$ cat src/rtl/sub_share_arbiter_pkg.sv
// Shared types, constants and the signed-subtract overflow helper for the
// shared-subtractor arbiter.
package sub_share_pkg;

  localparam int         OP_W        = 8;
  localparam logic [7:0] OVF_CNT_MAX = 8'hFF;

  typedef enum logic {
    ST_EMPTY = 1'b0,
    ST_FULL  = 1'b1
  } stage_state_e;

  // Two's-complement overflow of a - b, judged on the raw operands so that
  // b = -128 needs no special case.
  function automatic logic sub_ovf(input logic [OP_W-1:0] a,
                                   input logic [OP_W-1:0] b,
                                   input logic [OP_W-1:0] d);
    return (a[OP_W-1] != b[OP_W-1]) && (d[OP_W-1] != a[OP_W-1]);
  endfunction

endpackage

$ cat src/rtl/sub_share_arbiter_if.sv
// Requester and response bundle of the shared subtractor; slave is the
// arbiter side, master is the client/environment side.
interface sub_share_arbiter_if #(
  parameter int NREQ = 4,
  parameter int IDW  = 2
);
  logic [NREQ-1:0]   req_valid;
  logic [NREQ-1:0]   req_ready;
  logic [NREQ*8-1:0] req_A;
  logic [NREQ*8-1:0] req_B;
  logic              rsp_valid;
  logic              rsp_ready;
  logic [7:0]        rsp_result;
  logic              rsp_overflow;
  logic [IDW-1:0]    rsp_id;
  logic [7:0]        ovf_count;
  logic              ovf_clr;

  modport slave (
    input  req_valid, req_A, req_B, rsp_ready, ovf_clr,
    output req_ready, rsp_valid, rsp_result, rsp_overflow, rsp_id, ovf_count
  );

  modport master (
    output req_valid, req_A, req_B, rsp_ready, ovf_clr,
    input  req_ready, rsp_valid, rsp_result, rsp_overflow, rsp_id, ovf_count
  );
endinterface

$ cat src/rtl/sub_share_arbiter_rr_arbiter.sv
// Round-robin arbiter: searches upward from a rotating priority pointer and
// moves the pointer past the winner whenever a grant is consumed.
module rr_arbiter #(
  parameter int NREQ = 4,
  parameter int IDW  = (NREQ > 1) ? $clog2(NREQ) : 1
) (
  input  logic            clk,
  input  logic            rst,
  input  logic [NREQ-1:0] req,
  input  logic            advance,
  output logic [NREQ-1:0] grant,
  output logic [IDW-1:0]  idx,
  output logic            any_grant
);

  logic [IDW-1:0] ptr;

  function automatic int wrap_idx(input int base, input int k);
    int j;
    j = base + k;
    if (j >= NREQ) j = j - NREQ;
    return j;
  endfunction

  always_comb begin
    // NOTE: every output gets a default before the search so no path leaves
    // it unassigned and no latch is inferred.
    grant     = '0;
    idx       = '0;
    any_grant = 1'b0;
    for (int k = 0; k < NREQ; k++) begin
      if (!any_grant && req[wrap_idx(int'(ptr), k)]) begin
        any_grant                        = 1'b1;
        grant[wrap_idx(int'(ptr), k)]    = 1'b1;
        idx                              = IDW'(wrap_idx(int'(ptr), k));
      end
    end
  end

  // NOTE: state registers use non-blocking assignment so every flop samples
  // pre-edge values regardless of process ordering.
  always_ff @(posedge clk or posedge rst) begin
    if (rst) begin
      ptr <= '0;
    end else if (advance) begin
      ptr <= (int'(idx) == NREQ - 1) ? '0 : idx + IDW'(1);
    end
  end

endmodule

$ cat src/rtl/sub_share_arbiter.sv
// Shares one 8-bit signed subtractor among NREQ requesters with round-robin
// arbitration, a single-entry result stage and a saturating overflow counter.
module sub_share_arbiter
  import sub_share_pkg::*;
#(
  parameter int NREQ = 4,
  parameter int IDW  = 2
) (
  input  logic                   clk,
  input  logic                   rst,
  sub_share_arbiter_if.slave     bus
);

  logic [NREQ-1:0] grant;
  logic [IDW-1:0]  win_idx;
  logic            any_grant;
  logic            can_accept;
  logic            accept;
  logic [OP_W-1:0] a_sel;
  logic [OP_W-1:0] b_sel;
  logic [OP_W-1:0] diff;
  logic            diff_ovf;

  stage_state_e    state_q;
  stage_state_e    state_d;
  logic            rsp_valid;

  logic [OP_W-1:0] result_q;
  logic            overflow_q;
  logic [IDW-1:0]  id_q;
  logic [7:0]      ovf_cnt_q;

  rr_arbiter #(
    .NREQ (NREQ),
    .IDW  (IDW)
  ) u_arb (
    .clk       (clk),
    .rst       (rst),
    .req       (bus.req_valid),
    .advance   (accept),
    .grant     (grant),
    .idx       (win_idx),
    .any_grant (any_grant)
  );

  // A full stage being drained this cycle can take a new op: 1 op/cycle.
  assign can_accept = !rsp_valid || bus.rsp_ready;
  assign accept     = any_grant && can_accept && !rst;
  assign bus.req_ready = rst ? '0 : (grant & {NREQ{can_accept}});

  // Single shared subtractor fed through the grant mux.
  assign a_sel    = bus.req_A[win_idx*OP_W +: OP_W];
  assign b_sel    = bus.req_B[win_idx*OP_W +: OP_W];
  assign diff     = a_sel - b_sel;
  assign diff_ovf = sub_ovf(a_sel, b_sel, diff);

  always_ff @(posedge clk or posedge rst) begin
    if (rst) begin
      state_q <= ST_EMPTY;
    end else begin
      state_q <= state_d;
    end
  end

  always_comb begin
    state_d = state_q;
    case (state_q)
      ST_EMPTY: if (accept) state_d = ST_FULL;
      ST_FULL: begin
        if (accept)             state_d = ST_FULL;
        else if (bus.rsp_ready) state_d = ST_EMPTY;
      end
      default: state_d = ST_EMPTY;
    endcase
  end

  always_comb begin
    rsp_valid = (state_q == ST_FULL);
  end

  always_ff @(posedge clk or posedge rst) begin
    if (rst) begin
      result_q   <= '0;
      overflow_q <= 1'b0;
      id_q       <= '0;
    end else if (accept) begin
      result_q   <= diff;
      overflow_q <= diff_ovf;
      id_q       <= win_idx;
    end
  end

  // Clear wins over a coincident overflow increment.
  always_ff @(posedge clk or posedge rst) begin
    if (rst) begin
      ovf_cnt_q <= '0;
    end else if (bus.ovf_clr) begin
      ovf_cnt_q <= '0;
    end else if (accept && diff_ovf && (ovf_cnt_q != OVF_CNT_MAX)) begin
      ovf_cnt_q <= ovf_cnt_q + 8'd1;
    end
  end

  assign bus.rsp_valid    = rsp_valid;
  assign bus.rsp_result   = result_q;
  assign bus.rsp_overflow = overflow_q;
  assign bus.rsp_id       = id_q;
  assign bus.ovf_count    = ovf_cnt_q;

endmodule
$ cat src/flat_wrapper.sv
// flat-port wrapper written by rule: the top's interface ports become plain ports
module sub_share_arbiter_flat import sub_share_pkg::*;
#(
  parameter int NREQ = 4,
  parameter int IDW  = 2
)
  (clk, rst, bus_req_valid, bus_req_A, bus_req_B, bus_rsp_ready, bus_ovf_clr, bus_req_ready, bus_rsp_valid, bus_rsp_result, bus_rsp_overflow, bus_rsp_id, bus_ovf_count);
  sub_share_arbiter_if #(.NREQ(NREQ), .IDW(IDW)) bus_i ();
  input  logic clk;
  input  logic rst;
  input wire logic [$bits(bus_i.req_valid)-1:0] bus_req_valid;
  input wire logic [$bits(bus_i.req_A)-1:0] bus_req_A;
  input wire logic [$bits(bus_i.req_B)-1:0] bus_req_B;
  input wire logic [$bits(bus_i.rsp_ready)-1:0] bus_rsp_ready;
  input wire logic [$bits(bus_i.ovf_clr)-1:0] bus_ovf_clr;
  output wire logic [$bits(bus_i.req_ready)-1:0] bus_req_ready;
  output wire logic [$bits(bus_i.rsp_valid)-1:0] bus_rsp_valid;
  output wire logic [$bits(bus_i.rsp_result)-1:0] bus_rsp_result;
  output wire logic [$bits(bus_i.rsp_overflow)-1:0] bus_rsp_overflow;
  output wire logic [$bits(bus_i.rsp_id)-1:0] bus_rsp_id;
  output wire logic [$bits(bus_i.ovf_count)-1:0] bus_ovf_count;
  assign bus_i.req_valid = bus_req_valid;
  assign bus_i.req_A = bus_req_A;
  assign bus_i.req_B = bus_req_B;
  assign bus_i.rsp_ready = bus_rsp_ready;
  assign bus_i.ovf_clr = bus_ovf_clr;
  assign bus_req_ready = bus_i.req_ready;
  assign bus_rsp_valid = bus_i.rsp_valid;
  assign bus_rsp_result = bus_i.rsp_result;
  assign bus_rsp_overflow = bus_i.rsp_overflow;
  assign bus_rsp_id = bus_i.rsp_id;
  assign bus_ovf_count = bus_i.ovf_count;
  sub_share_arbiter #(.NREQ(NREQ), .IDW(IDW)) u_core (.clk(clk), .rst(rst), .bus(bus_i));
endmodule
$ cat config.mk
export PLATFORM = sky130hd
export DESIGN_NAME = sub_share_arbiter_flat
export DESIGN_NICKNAME = d
export VERILOG_FILES = /design/src/rtl/sub_share_arbiter_pkg.sv /design/src/rtl/sub_share_arbiter_if.sv /design/src/rtl/sub_share_arbiter_rr_arbiter.sv /design/src/rtl/sub_share_arbiter.sv /design/src/flat_wrapper.sv
export SDC_FILE = /design/constraint.sdc
export NUM_CORES = 1
export LEC_CHECK = 0
export CAP_MARGIN = 20
export CORE_MARGIN = 10
export CORE_UTILIZATION = 43
export CTS_CLUSTER_DIAMETER = 120
export DETAILED_ROUTE_END_ITERATION = 10
export GPL_ROUTABILITY_DRIVEN = 1
export GPL_TIMING_DRIVEN = 0
export PLACE_DENSITY = 0.82
export REMOVE_ABC_BUFFERS = 1
export SKIP_LAST_GASP = 1
export SLEW_MARGIN = 20
export SYNTH_ARGS = -nofsm -noshare
export SYNTH_HDL_FRONTEND = slang
export SYNTH_HIERARCHICAL = 1
export SYNTH_SLANG_ARGS = --single-unit
$ cat constraint.sdc
create_clock -name clk -period 5.4 [get_ports clk]
set_input_delay 0.81 -clock clk [delete_from_list [all_inputs] [get_ports clk]]
set_output_delay 0.81 -clock clk [all_outputs]
set_load 0.01 [all_outputs]
==> flow_metrics.env <==
export IMPL_num_rows=25
export IMPL_first_global_vias=2090
export IMPL_track_usage_pct=14.4
export IMPL_required_ns=5.58
export IMPL_arrival_ns=5.29
export IMPL_ys_seq_area_share_pct=25.3
export IMPL_synthDistinctLibCells=47
export IMPL_crit_chain="clkdlybuf4s50_1, mux4_2, nor2b_4, o21ai_1, nand2_4, mux4_2, ha_1, o21ai_1, a21oi_1, a41oi_2, mux2i_4, or4_1, a21oi_1"
export IMPL_firstDrtPassIters=4
export IMPL_drv_cap=0
export IMPL_clock_sinks=22
export IMPL_max_slew_margin_pct=40.8
export IMPL_period_needed_ns=5.12
export IMPL_place_ws_ns=-0.599
export IMPL_synthAdderAreaFrac_pct=10.1
export IMPL_status="finished, final reports clean"
export IMPL_syn_area_um2=2170
export IMPL_fin_skew_ns=0.00124
export IMPL_vdd_ir_drop_worst_uv=449
export IMPL_synth_async_sr_flop_share_pct=100
export IMPL_start_kind="input port"
export IMPL_crit_type="in -> reg"
export IMPL_design_die_area_um2=8300
export IMPL_wl_per_cell_um=16.7
export IMPL_ant_nets=0
export IMPL_synth_seq_cells=22
export IMPL_cts_max_level=1
export IMPL_crit_fanout=17
export IMPL_grt_pass1_wl_um=10200
export IMPL_synth_top_family_by_area="multiplexers"
export IMPL_synth_area_mux_share_pct=26.1
export IMPL_slew_viol_final=0
export IMPL_setup_viol=0
export IMPL_synth_warnings=6
export IMPL_p_leak_nw=1.32
export IMPL_crit_start="bus_req_valid[2]"
export IMPL_r2r_slack_ns=0.39
export IMPL_grt_max_degree=26
export IMPL_ctsHoldBuffers=0
export IMPL_synth_avg_cell_area_um2=10.1
export IMPL_via_count=2042
export IMPL_clk_latency_ns=0.26
export IMPL_final_nets=392
export IMPL_synth_xor_area_share_pct=2.01
export IMPL_end_kind="flop"
export IMPL_diodes=0
export IMPL_timing_setup_tns_ns=0
export IMPL_gp_congestion=0.829
export IMPL_core_area_um2=4820
export IMPL_power_density_nw_per_um2=689
export IMPL_worstMarginPinSlew_ns=0.885
export IMPL_drt_total_wl_um=6170
export IMPL_cp_slowest_cell="mux4_2"
export IMPL_rsz0062_at_grt="false"
export IMPL_fin_crit_sh_pct=94.7
export IMPL_hpwl_um=5070
export IMPL_gr_total_overflow=0
export IMPL_clk_pin_slew_ns=0.08
export IMPL_setup_slack_ns=0.284
export IMPL_portBuffers=95
export IMPL_synth_compound_area_share_pct=15.0
export IMPL_design_area_um2=3250
export IMPL_synth_flop_cell="dfrtp_1"
export IMPL_path_delay_family="multiplexers"
export IMPL_placed_area_um2=3140
export IMPL_final_layout_size_suffix_gt1_share_pct=12.6
export IMPL_hold_slack_ns=0.489
export IMPL_worst_hold_startpoint="u_core/bus.rsp_result[4]"
export IMPL_first_iter_violations=77
export IMPL_boundaryPins=96
export IMPL_initial_core_util_pct=45.1
export IMPL_antenna_found_initial=0
export IMPL_cts_tree="done"
export IMPL_synthSimpleGateAreaFrac_pct=15.8
export IMPL_die_w_um=91.1
export IMPL_instances_no_fill=369
export IMPL_die_y_um=91.1
export IMPL_fmax_mhz=195
export IMPL_area_delta_synth_final_pct=49.5
export IMPL_root_buffer="clkbuf_8"
export IMPL_final_cell_mix="clkdlybuf4s50_1, dfrtp_1, mux4_2"
export IMPL_syn_inst=215
export IMPL_fillers=396
export IMPL_mostFrequentLayoutCell="clkdlybuf4s50_1"
export IMPL_post_cts_setup_buffer_count=0
export IMPL_clock_path_buffers=2
export IMPL_vias_per_cell=5.53
export IMPL_numPlacedInstances=364
export IMPL_hp_class="reg -> reg"
export IMPL_synth_edf_count=0
export IMPL_cpPeakStageDelay_ns=0.65
export IMPL_crit_buf_inv=1
export IMPL_cts_buffers=3
export IMPL_drc_errors=0
export IMPL_hold_viol_final=0
==> kinds of logic (layout without fill, tap and decap cells) <==
group,after synthesis,after routing
XOR/XNOR,5,5
AND/OR/NAND/NOR,64,64
flip-flops,22,22
AO/OA/AOI/OAI,50,50
buffers and inverters,27,113
multiplexers,30,31
adder cells (fa/ha/maj),17,17
==> worst min-delay path: stages (launching register included) <==
cell and delay, ns:
dfrtp_1 0.35, nand2_1 0.05, o21ai_0 0.06
==> repair_timing <==
action | 4_1_cts | 5_1_grt
endpoints found under the setup margin | 10 | 9
pin swaps | 0 | 0
gates cloned | 0 | 1
gates resized for setup | 2 | 4
==> worst paths after layout <==
kind,cells past startpoint,endpoint
worst max-delay path,13,u_core/bus.ovf_count[0]
worst min-delay path,2,u_core/bus.rsp_result[4]
worst max register to register,14,u_core/bus.ovf_count[0]
worst min register to register,2,u_core/bus.rsp_result[4]
max in group asynchronous,2,u_core/bus.ovf_count[7]
min in group asynchronous,2,asynchronous set/reset pin
==> Yosys cell counts (all sizes together), types with 2 or more instances <==
library cell / n / area share [%]
mux2i: 3 / 1.6
inv: 14 / 2.4
and3: 5 / 1.4
nand3: 3 / 0.69
o31ai: 5 / 1.7
clkbuf: 6 / 1.0
nor2b: 7 / 2.4
or4: 3 / 1.0
nor2: 16 / 2.8
a221o: 4 / 1.8
a221oi: 2 / 0.81
buf: 7 / 2.2
nand2: 15 / 2.6
a21oi: 11 / 2.5
dfrtp: 22 / 25
ha: 16 / 9.2
mux4: 20 / 21
o21ai: 15 / 3.5
mux2: 7 / 3.6
xnor2: 4 / 1.6
a22oi: 5 / 1.7
a21o: 2 / 0.69
nand2b: 4 / 1.2
nand4: 4 / 1.2
==> layer usage <==
metal / wire length [um] / part of all wire [%] / GRT usage (%)
met1: 2410 / 39 / 15.8
met2: 3280 / 53 / 26.8
met3: 467 / 7.6 / 4.94
met4: 8 / 0.13 / 1.83
met5: 0 / 0 / 0
==> metrics by stage <==
step	util (%)	total power, mW
2_1_floorplan	-	1.55
3_3_place_gp	65.1	1.91
3_5_place_dp	65.1	1.98
4_1_cts	66.7	2.14
5_1_grt	67.4	2.45
6_report	67.4	2.24
==> area by class of cell <==
cell class	count	area (um2)	share of cell area [%]
multi-input cells	167	1540	47.3
repair buffers	95	951	29.3
flip-flops and latches	22	553	17.0
well taps	67	83.8	2.58
inverters	14	52.6	1.62
clock buffers	3	41.3	1.27
clock inverters	1	30.0	0.924
==> power breakdown <==
part / total (mW) / internal (mW) / switching (mW)
clock: 0.151 / 0.0989 / 0.0524
sequential: 0.286 / 0.225 / 0.0611
combinational: 1.80 / 0.901 / 0.900
total: 2.24 / 1.22 / 1.01
==> sequential cells by signal, indices dropped and copies added, names as in the netlist, named ones only <==
name / cells
u_core/bus.ovf_count: 8
u_core/bus.rsp_id: 2
u_core/bus.rsp_overflow: 1
u_core/bus.rsp_result: 8
u_core/bus.rsp_valid: 1
u_core/u_arb/ptr: 1
Power figures use the tool's default switching activity.
